`src/rtl/bht_update_queue.sv`:
```
// In-flight branch queue between fetch/execute and the local BHT write port.
// Pops the oldest branch on resolve, trains the BHT, flags mispredicts and squashes younger entries.
module bht_update_queue #(
  parameter int DEPTH = 4
) (
  input  logic                     clk,
  input  logic                     reset,
  input  logic                     enq_valid,
  input  logic [15:0]              enq_pc,
  input  logic                     enq_prediction,
  output logic                     enq_ready,
  input  logic                     resolve_valid,
  input  logic                     resolve_taken,
  output logic                     bht_write,
  output logic [15:0]              bht_write_pc,
  output logic                     bht_taken,
  output logic                     mispredict,
  output logic                     empty,
  output logic                     full,
  output logic [$clog2(DEPTH):0]   count,
  output logic [15:0]              branch_count,
  output logic [15:0]              mispredict_count
);

  localparam int PW = $clog2(DEPTH);
  localparam int CW = PW + 1;
  localparam logic [PW-1:0] PTR_ONE    = PW'(1);
  localparam logic [CW-1:0] CNT_ONE    = CW'(1);
  localparam logic [CW-1:0] FULL_COUNT = CW'(DEPTH);

  logic [15:0]   pc_mem   [DEPTH];
  logic          pred_mem [DEPTH];
  logic [PW-1:0] head;
  logic [PW-1:0] tail;

  logic          do_res;
  logic          do_enq;
  logic          squash;
  logic [15:0]   head_pc;
  logic          head_pred;

  assign empty     = (count == '0);
  assign full      = (count == FULL_COUNT);
  assign enq_ready = !full;

  // Accept decisions use the registered status, so a same-cycle enqueue never frees or fills a slot for a resolve.
  always_comb begin
    head_pc   = pc_mem[head];
    head_pred = pred_mem[head];
    do_res    = resolve_valid && !empty;
    squash    = do_res && (head_pred != resolve_taken);
    do_enq    = enq_valid && !full && !squash;
  end

  always_ff @(posedge clk) begin
    if (!reset && do_enq) begin
      pc_mem[tail]   <= enq_pc;
      pred_mem[tail] <= enq_prediction;
    end
  end

  always_ff @(posedge clk) begin
    if (reset) begin
      head         <= '0;
      tail         <= '0;
      count        <= '0;
      bht_write    <= 1'b0;
      bht_write_pc <= 16'h0000;
      bht_taken    <= 1'b0;
      mispredict   <= 1'b0;
    end else begin
      bht_write  <= do_res;
      mispredict <= squash;
      if (do_res) begin
        bht_write_pc <= head_pc;
        bht_taken    <= resolve_taken;
        head         <= head + PTR_ONE;
      end
      // A squash discards everything younger than the popped head, including this cycle's enqueue.
      if (squash) begin
        tail  <= head + PTR_ONE;
        count <= '0;
      end else begin
        if (do_enq) begin
          tail <= tail + PTR_ONE;
        end
        case ({do_enq, do_res})
          2'b10:   count <= count + CNT_ONE;
          2'b01:   count <= count - CNT_ONE;
          default: count <= count;
        endcase
      end
    end
  end

  always_ff @(posedge clk) begin
    if (reset) begin
      branch_count     <= 16'h0000;
      mispredict_count <= 16'h0000;
    end else begin
      if (do_res && (branch_count != 16'hFFFF)) begin
        branch_count <= branch_count + 16'h0001;
      end
      if (squash && (mispredict_count != 16'hFFFF)) begin
        mispredict_count <= mispredict_count + 16'h0001;
      end
    end
  end

endmodule

```
`config.mk`:
```
export PLATFORM = sky130hd
export DESIGN_NAME = bht_update_queue
export DESIGN_NICKNAME = d
export VERILOG_FILES = /design/src/rtl/bht_update_queue.sv
export SDC_FILE = /design/constraint.sdc
export NUM_CORES = 1
export LEC_CHECK = 0
export BUFFER_PORTS_ARGS = -buffer_cell sky130_fd_sc_hd__buf_2
export CORE_MARGIN = 10
export CORE_UTILIZATION = 56
export DETAILED_ROUTE_END_ITERATION = 10
export PLACE_DENSITY = 0.78
export SETUP_SLACK_MARGIN = 0.2
export SKIP_LAST_GASP = 1
export SLEW_MARGIN = 20
export SYNTH_ARGS = -nofsm -noshare
export SYNTH_HDL_FRONTEND = slang
export SYNTH_SLANG_ARGS = --single-unit
```
`constraint.sdc`:
```
create_clock -name clk -period 2.68 [get_ports clk]
set_input_delay 0.268 -clock clk [delete_from_list [all_inputs] [get_ports clk]]
set_output_delay 0.268 -clock clk [all_outputs]
set_load 0.03 [all_outputs]
```
* Yosys cells after proc, flatten, opt, wreduce, memory -nomap -nowiden *
Memories as Yosys holds them, arrays and structs flattened. A register that Yosys moved wholly into a read port is not among the register bits.
Cells that the tools add are included.

cells by class
  $add $sub $neg = 6
  equality and inequality tests = 6
  mux-type cells = 7
  reductions and logical operators = 15

operators with widths
  cell                                              count
  adder 16 x 1 -> 16 bit, second input constant     2
  != test 16 bit, second input constant             2
  2-to-1 mux 2 bit                                  4
  logical AND 1 bit                                 7
  one-hot mux 3 bit (2 select lines)                1
  adder 2 x 1 -> 2 bit, second input constant       2
  logical NOT 1 bit                                 4
  nonzero test 2 bit                                2
  adder 3 x 1 -> 3 bit, second input constant       1
  == test 3 bit, second input constant              1
  logical NOT 3 bit                                 1
  subtractor 3 x 1 -> 3 bit, second input constant  1
  == test 2 x 1 -> 1 bit, second input constant     1
  == test 2 bit, second input constant              1
  2-to-1 mux 1 bit                                  2
  OR reduction 2 bit                                1
  != test 1 bit                                     1

word-level totals
  register bits after elaboration = 42
  memory bits (writable) = 68
  input bits = 22
  output and inout port bits = 57
  logic and storage cells = 44
  memories = 2

memories
  memory    depth  bits a word  rd ports  clocked after memory_dff  wr ports  line  text
  pc_mem    4      16           1         1                         1         31    logic [15:0] pc_mem [DEPTH];
  pred_mem  4      1            1         1                         1         32    logic pred_mem [DEPTH];

* Logic depth before layout (Yosys ltp) *
Gate-level depths: netlist of the first run.

  depth after elaboration = 9
  gate-level depth with buffers = 13
  mapped depth without buffers = 12

* Worst setup path after synthesis of the first run *
OpenSTA, ideal clock, no wires.

  path type = flip-flop to flip-flop
  from = reg count[2]
  to = reg count[2]
  library setup time = 0.115 ns
  data arrival time = 2.572 ns
  required time = 2.565 ns
  slack = -0.007 ns
  stages on the path, launching flop included = 13
  buffers on the path = 1
  clock period less this slack = 2.687 ns
  cells stage by stage = dfxtp_1 -> nand3_1 -> inv_1 -> nor2b_1 -> clkbuf_1 -> nand2_1 -> ha_1 -> inv_1 -> fa_1 -> xor2_1 -> nor2_1 -> xnor2_1 -> nor2_1

between the ends
  elaborated cells on any way between the ends = 16
  classes of those cells = add/sub (2); eq/ne (3); mux (1); reduce/logical (10)

RTL lines
  item                                                                             line  text
  start, declared                                                                  20    output logic [$clog2(DEPTH):0] count,
  start signal, assigned                                                           88    2'b10: count <= count + CNT_ONE;
  start signal, assigned                                                           89    2'b01: count <= count - CNT_ONE;
  start signal, assigned                                                           90    default: count <= count;
  == test 3 bit (*)                                                                43    assign full = (count == FULL_COUNT);
  logical NOT 1 bit (*)                                                            -
  named net enq_ready                                                              11    output logic enq_ready,
  logical AND 1 bit (*) (2 in a row)                                               52    do_enq = enq_valid && !full && !squash;
  == test 2 x 1 -> 1 bit / == test 2 bit (equally long branches)                   87    case ({do_enq, do_res})
  one-hot mux 3 bit (2 select lines) / nonzero test 2 bit (equally long branches)  -

The timed path passes the listed nets; every way through them passes the cells marked *.
A chain may end at the register's enable or synchronous reset.

==> results.cfg, run 1 <==
[yosys]
yosysWarningCount = 0
syn_nets = 446
async_reset_ff_frac = 0
netlist_top_cells_count = edfxtp_1 (68), dfxtp_1 (60), nand2_1 (42), nor2_1 (37), a21oi_1 (31)
ys.flop_type = edfxtp_1
synthDistinctLibCells = 40
yosysTopAreaCell = edfxtp_1
synth.most_common_cell = edfxtp_1
syn_inst = 416
syn_area_per_cell_um2 = 12.4
yosysTopAreaCellShare = 0.394
synth-seq-area-share = 0.627
synth_area_um2 = 5180
ys_top_cells_by_area = edfxtp_1 (39%), dfxtp_1 (23%), mux4_2 (7.0%)
synth_edf_count = 68
ys_seq_elements = 128

[setup_path]
required_ps = 3090
critPathCaptureType = flop
cp_common_cell = nor2_1
worstSetupPathType = flop to flop
worst-path-max-fanout = 2
critPathSlowestCell = dfxtp_1
path_cells = mux2i_2 > mux2i_1 > nand3_1 > nand2_1 > ha_1 > inv_1 > fa_1 > xor2_1 > nor2_1 > xnor2_1 > nor2_1
startpoint_type = flop
critPathArrivalTime_ps = 2770
cpPeakStageDelay_ps = 380

[finish]
final_layout_size_suffix_gt1_frac = 0.288
area_delta_synth_final_pct = 26.3
nets = 556
n_antenna_cell = 0

[placement]
hpwl_mm = 7.11
gp_congestion = 0.803
portBuffers = 78

[drt]
final_antenna_net_count = 0
dr.pass1.iters = 5
routed_wl_mm = 11.5
viasPerCell = 5.66
drc = 0
first_iter_violations = 190
drt-wirelength-per-cell_um = 17.7
routed-via-count = 3678

[die]
pin_count = 79
die_w_um = 116
rows = 35
dieHeight_um = 116
core_area_um2 = 9110
start_util = 0.568
die-area_um2 = 13500

[global_routing]
grt_pass1_vias = 3687
grt_max_degree = 59
antenna_found_initial = 0
grt_usage = 0.173
grt_pass1_wl_mm = 18.2
gr-total-overflow = 0

[run_status]
status = finished, final reports clean

[clock_network]
htree_levels = 4
numCtsBuffers = 17
cts_root_buffer = clkbuf_8
clockBufferDepth = 2
cts_tree = yes
path_clk_slew_ps = 60
numClockSinks = 128
clk_latency_ps = 520

[power]
p_per_area_nw_per_um2 = 940
power.leakage_uw = 0.00251
ir_worst_vdd_mv = 0.634

[sta]
hold_violations = 0
final.min_clock_period_ps = 2360
grt_setup_unrepaired = false
fin_hold_ws_ps = 51.6
fin_worst_skew_ps = 10.3
finalSetupViolCount = 0
fin_tns_setup_ps = 0
max_slew_margin = 0.383
period_share = 0.880
slew_viol_final = 0
fmaxAchievable_mhz = 424
worstMarginPinSlew_ps = 926

[hold_path]
hold_path.class = input port to flop

[job]
maxCapViolations = 0
[path summary, 6_finish.rpt]
check | start | endpoint | slack, ps | cells past startpoint
max | flop | count[2]$_SDFFE_PP0P_ | 320 | 11
min | resolve_taken | bht_taken$_SDFFE_PP0P_ | 50 | 3
max reg2reg | flop | count[2]$_SDFFE_PP0P_ | 320 | 11
min reg2reg | bht_write_pc[6]$_SDFFE_PP0P_ | bht_write_pc[6]$_SDFFE_PP0P_ | 450 | 2
[stage by stage]
step                utilization  cells  setup WS, ps  total power, uW  area [um^2]
global route              0.717    650           201             6420         6540
global placement          0.627    595           426             3790         5710
finish                    0.717    650           321             6140         6540
detailed placement        0.627    595           321             3840         5710
CTS                       0.710    644           291             6120         6470
floorplan                     -    416           306             3430         5180
[layout by cell type, fill, tap and decap left out, drive strengths merged, types with 3 or more instances in the layout]
cell / n
nand2: 42
nor2b: 3
mux4: 16
o31ai: 5
a21oi: 31
nand4: 8
nand3: 13
and3: 11
o211ai: 4
clkbuf: 17
xor2: 21
buf: 92
clkinvlp: 3
mux2i: 7
dfxtp: 60
or3: 7
edfxtp: 68
or4: 7
o21ai: 8
nor3: 5
nor2: 37
inv: 20
o2111ai: 5
and2: 3
ha: 7
dlygate4sd3: 17
[flip-flops by register name (all words and copies together), names as in the netlist, named ones only]
signal            count
pc_mem               64
bht_write_pc         16
bht_write             1
head                  2
bht_taken             1
count                 3
tail                  2
mispredict_count     16
mispredict            1
pred_mem              4
branch_count         16
[what timing repair did]
action	in CTS	in global routing
setup endpoints to repair	0	66
hold buffers	17	0
resized for setup	0	3
setup buffers	0	6
endpoints found under the hold margin	68	0
[cell type report]
class | instances | area [um^2]
clock buffer | 17 | 414
fill | 608 | 2570
timing repair buffer | 109 | 678
multi-input combinational | 258 | 1840
inverter | 12 | 45.0
clock inverter | 15 | 170
sequential | 128 | 3250
tap | 111 | 139
[kinds of logic after synthesis]
| logic type | Yosys count | share of synthesized area |
|---|---|---|
| AO/OA/AOI/OAI | 58 | 0.0682 |
| buffers and inverters | 30 | 0.0220 |
| XOR/XNOR | 23 | 0.0389 |
| multiplexers | 25 | 0.0875 |
| AND/OR/NAND/NOR | 144 | 0.136 |
| adder cells (fa/ha/maj) | 8 | 0.0208 |
| flip-flops | 128 | 0.627 |
[report_power, final]
group | switching [uW] | total [uW] | leakage, uW | internal [uW]
Combinational | 884 | 1440 | 0.00113 | 559
Sequential | 135 | 2450 | 0.00110 | 2310
Clock | 904 | 2250 | 0.000278 | 1350
[routing by layer]
metal | share of wire | GRT usage | up-vias
met3 | 0.069 | 0.0539 | 14
met5 | 0 | 0 | -
li1 | - | - | 1756
met2 | 0.51 | 0.295 | 112
met4 | 0.0086 | 0.0667 | 0
met1 | 0.41 | 0.201 | 1796
[critical path: cells and delay by family (launching register included)]
kind | cells | cell delay (ps)
and+or+nand+nor | 4 | 430
DFF | 1 | 380
muxes | 2 | 540
adders and majority gates | 2 | 550
buffers and inverters | 1 | 60
xor gates and xnor gates | 2 | 300
Note: power is estimated with default switching activity, not from simulation.
==> run 2, diff against run 1 <==
--- a/config.mk
+++ b/config.mk
@@ -10,6 +10,7 @@
 export CORE_UTILIZATION = 56
 export DETAILED_ROUTE_END_ITERATION = 10
 export PLACE_DENSITY = 0.78
+export RECOVER_POWER = 100
 export SETUP_SLACK_MARGIN = 0.2
 export SKIP_LAST_GASP = 1
 export SLEW_MARGIN = 20
==> run 2 against run 1 <==
Via count barely moved. Final cell count unchanged. Global-route usage did not move. Die area is the same. Hold slack worse by 3.9 ps. Critical path depth shrank 6. First-iteration DRC count up 28%. Clock power is essentially flat. Sequential share of layout area rose by 0.99 points. Sequential power about the same. Flip-flop and latch count stayed put. Count of clock-buffer cells in the layout unchanged. Largest cell class unchanged. Largest power group unchanged.
==> results.cfg, run 2 (synthesis results as in run 1) <==
[finish]
n_antenna_cell = 0
largest_register = pc_mem
largest_register_ffs = 64
area_delta_synth_final_pct = 23.7
final_cell_mix = clkbuf_1 (78), edfxtp_1 (68), dfxtp_1 (58), nand2_1 (42), nor2_1 (37)
final_cells = 650
final_common_cell = clkbuf_1
nets = 556
fin_area_um2 = 6400
final_layout_size_suffix_gt1_frac = 0.130

[global_routing]
grt_max_degree = 59
grt_pass1_wl_mm = 18.2
antenna_found_initial = 0
grt_usage = 0.173
gr-total-overflow = 0
grt_pass1_vias = 3687

[sta]
grt_setup_unrepaired = false
worstMarginPinSlew_ps = 921
fin_tns_setup_ps = 0
fmaxAchievable_mhz = 408
finalSetupViolCount = 0
max_slew_margin = 0.386
slew_viol_final = 0
final.min_clock_period_ps = 2450
period_share = 0.914
setup_ws_ps = 231
fin_worst_skew_ps = 12.5
hold_violations = 0

[clock_network]
clk_latency_ps = 520
numCtsBuffers = 17
htree_levels = 4
numClockSinks = 128
cts_tree = yes
clockBufferDepth = 2
cts_root_buffer = clkbuf_8
path_clk_slew_ps = 60

[drt]
drc = 0
routed_wl_mm = 11.6
drt-wirelength-per-cell_um = 17.8
viasPerCell = 5.66
final_antenna_net_count = 0
first_iter_violations = 243
routed-via-count = 3677
dr.pass1.iters = 5

[job]
maxCapViolations = 0

[setup_path]
critPathArrivalTime_ps = 2890
critPathSlowestCell = or4_1
cp_top_family = simple AND/OR/NAND/NOR gates
worst-path-max-fanout = 7
cpPeakStageDelay_ps = 590
worstSetupPathType = flop to flop
ff2ff_setup_slack_ps = 230
cp_common_cell = or4_1
path_buf_inv = 0
path_cells = nand4_1 > or4_1 > or4_1 > or3_1 > a21oi_1
critPathCaptureType = flop
startpoint_type = flop
required_ps = 3120

[die]
die_w_um = 116
core_area_um2 = 9110
pin_count = 79
dieHeight_um = 116
die-area_um2 = 13500
start_util = 0.568
rows = 35

[placement]
dpl_worst_slack_ps = 321
portBuffers = 78
post-place-cells = 595
gp_congestion = 0.803
place_area_um2 = 5710
hpwl_mm = 7.11

[power]
p_per_area_nw_per_um2 = 949
ir_worst_vdd_mv = 0.627
power.leakage_uw = 0.00219
power.total_uw = 6080

[hold_path]
hold_path.class = input port to flop

[run_status]
status = finished, final reports clean
-- run 2: path summary, 6_finish.rpt --
kind | startpoint | to | depth (start not counted)
worst max-delay path | mispredict_count[3]$_SDFFE_PP0P_ | mispredict_count[13]$_SDFFE_PP0P_ | 5
worst min register to register | bht_write_pc[6]$_SDFFE_PP0P_ | bht_write_pc[6]$_SDFFE_PP0P_ | 2
worst min-delay path | resolve_taken | bht_taken$_SDFFE_PP0P_ | 3
worst max register to register | mispredict_count[3]$_SDFFE_PP0P_ | mispredict_count[13]$_SDFFE_PP0P_ | 5
-- run 2: report_power, final --
part	switching (uW)	internal, uW
Clock	907	1350
Sequential	137	2310
Combinational	885	495
-- run 2: metal layers --
layer | GRT usage | routed length [um] | up-vias
met3 | 0.0539 | 838 | 15
met5 | 0 | 0 | -
met4 | 0.0667 | 124 | 0
met1 | 0.201 | 4750 | 1794
li1 | - | - | 1752
met2 | 0.295 | 5870 | 116
-- run 2: cell type report --
class | count | area, um^2
Clock buffer | 17 | 414
Fill cell | 666 | 2700
Sequential cell | 128 | 3250
Inverter | 12 | 45.0
Tap cell | 111 | 139
Clock inverter | 15 | 170
Timing Repair Buffer | 109 | 568
Multi-Input combinational cell | 258 | 1820
-- run 2: worst register-to-register path, stage by stage (launching register included) --
cell     delay (ps)
dfxtp_1         450
nand4_1         270
or4_1           600
or4_1           540
or3_1           390
a21oi_1         140
-- run 2: per-stage QoR --
stage | utilization | hold slack (ps)
after floorplan | - | 367
after global placement | 0.627 | 443
after detailed placement | 0.627 | 446
after CTS | 0.710 | 24.2
after global routing | 0.703 | 48.6
final | 0.703 | 47.8
-- run 2: what timing repair did --
item,in CTS,in global routing
resized for setup,0,3
buffers inserted,0,6
hold endpoints to repair,68,0
hold buffers,17,0
endpoints found under the setup margin,0,66
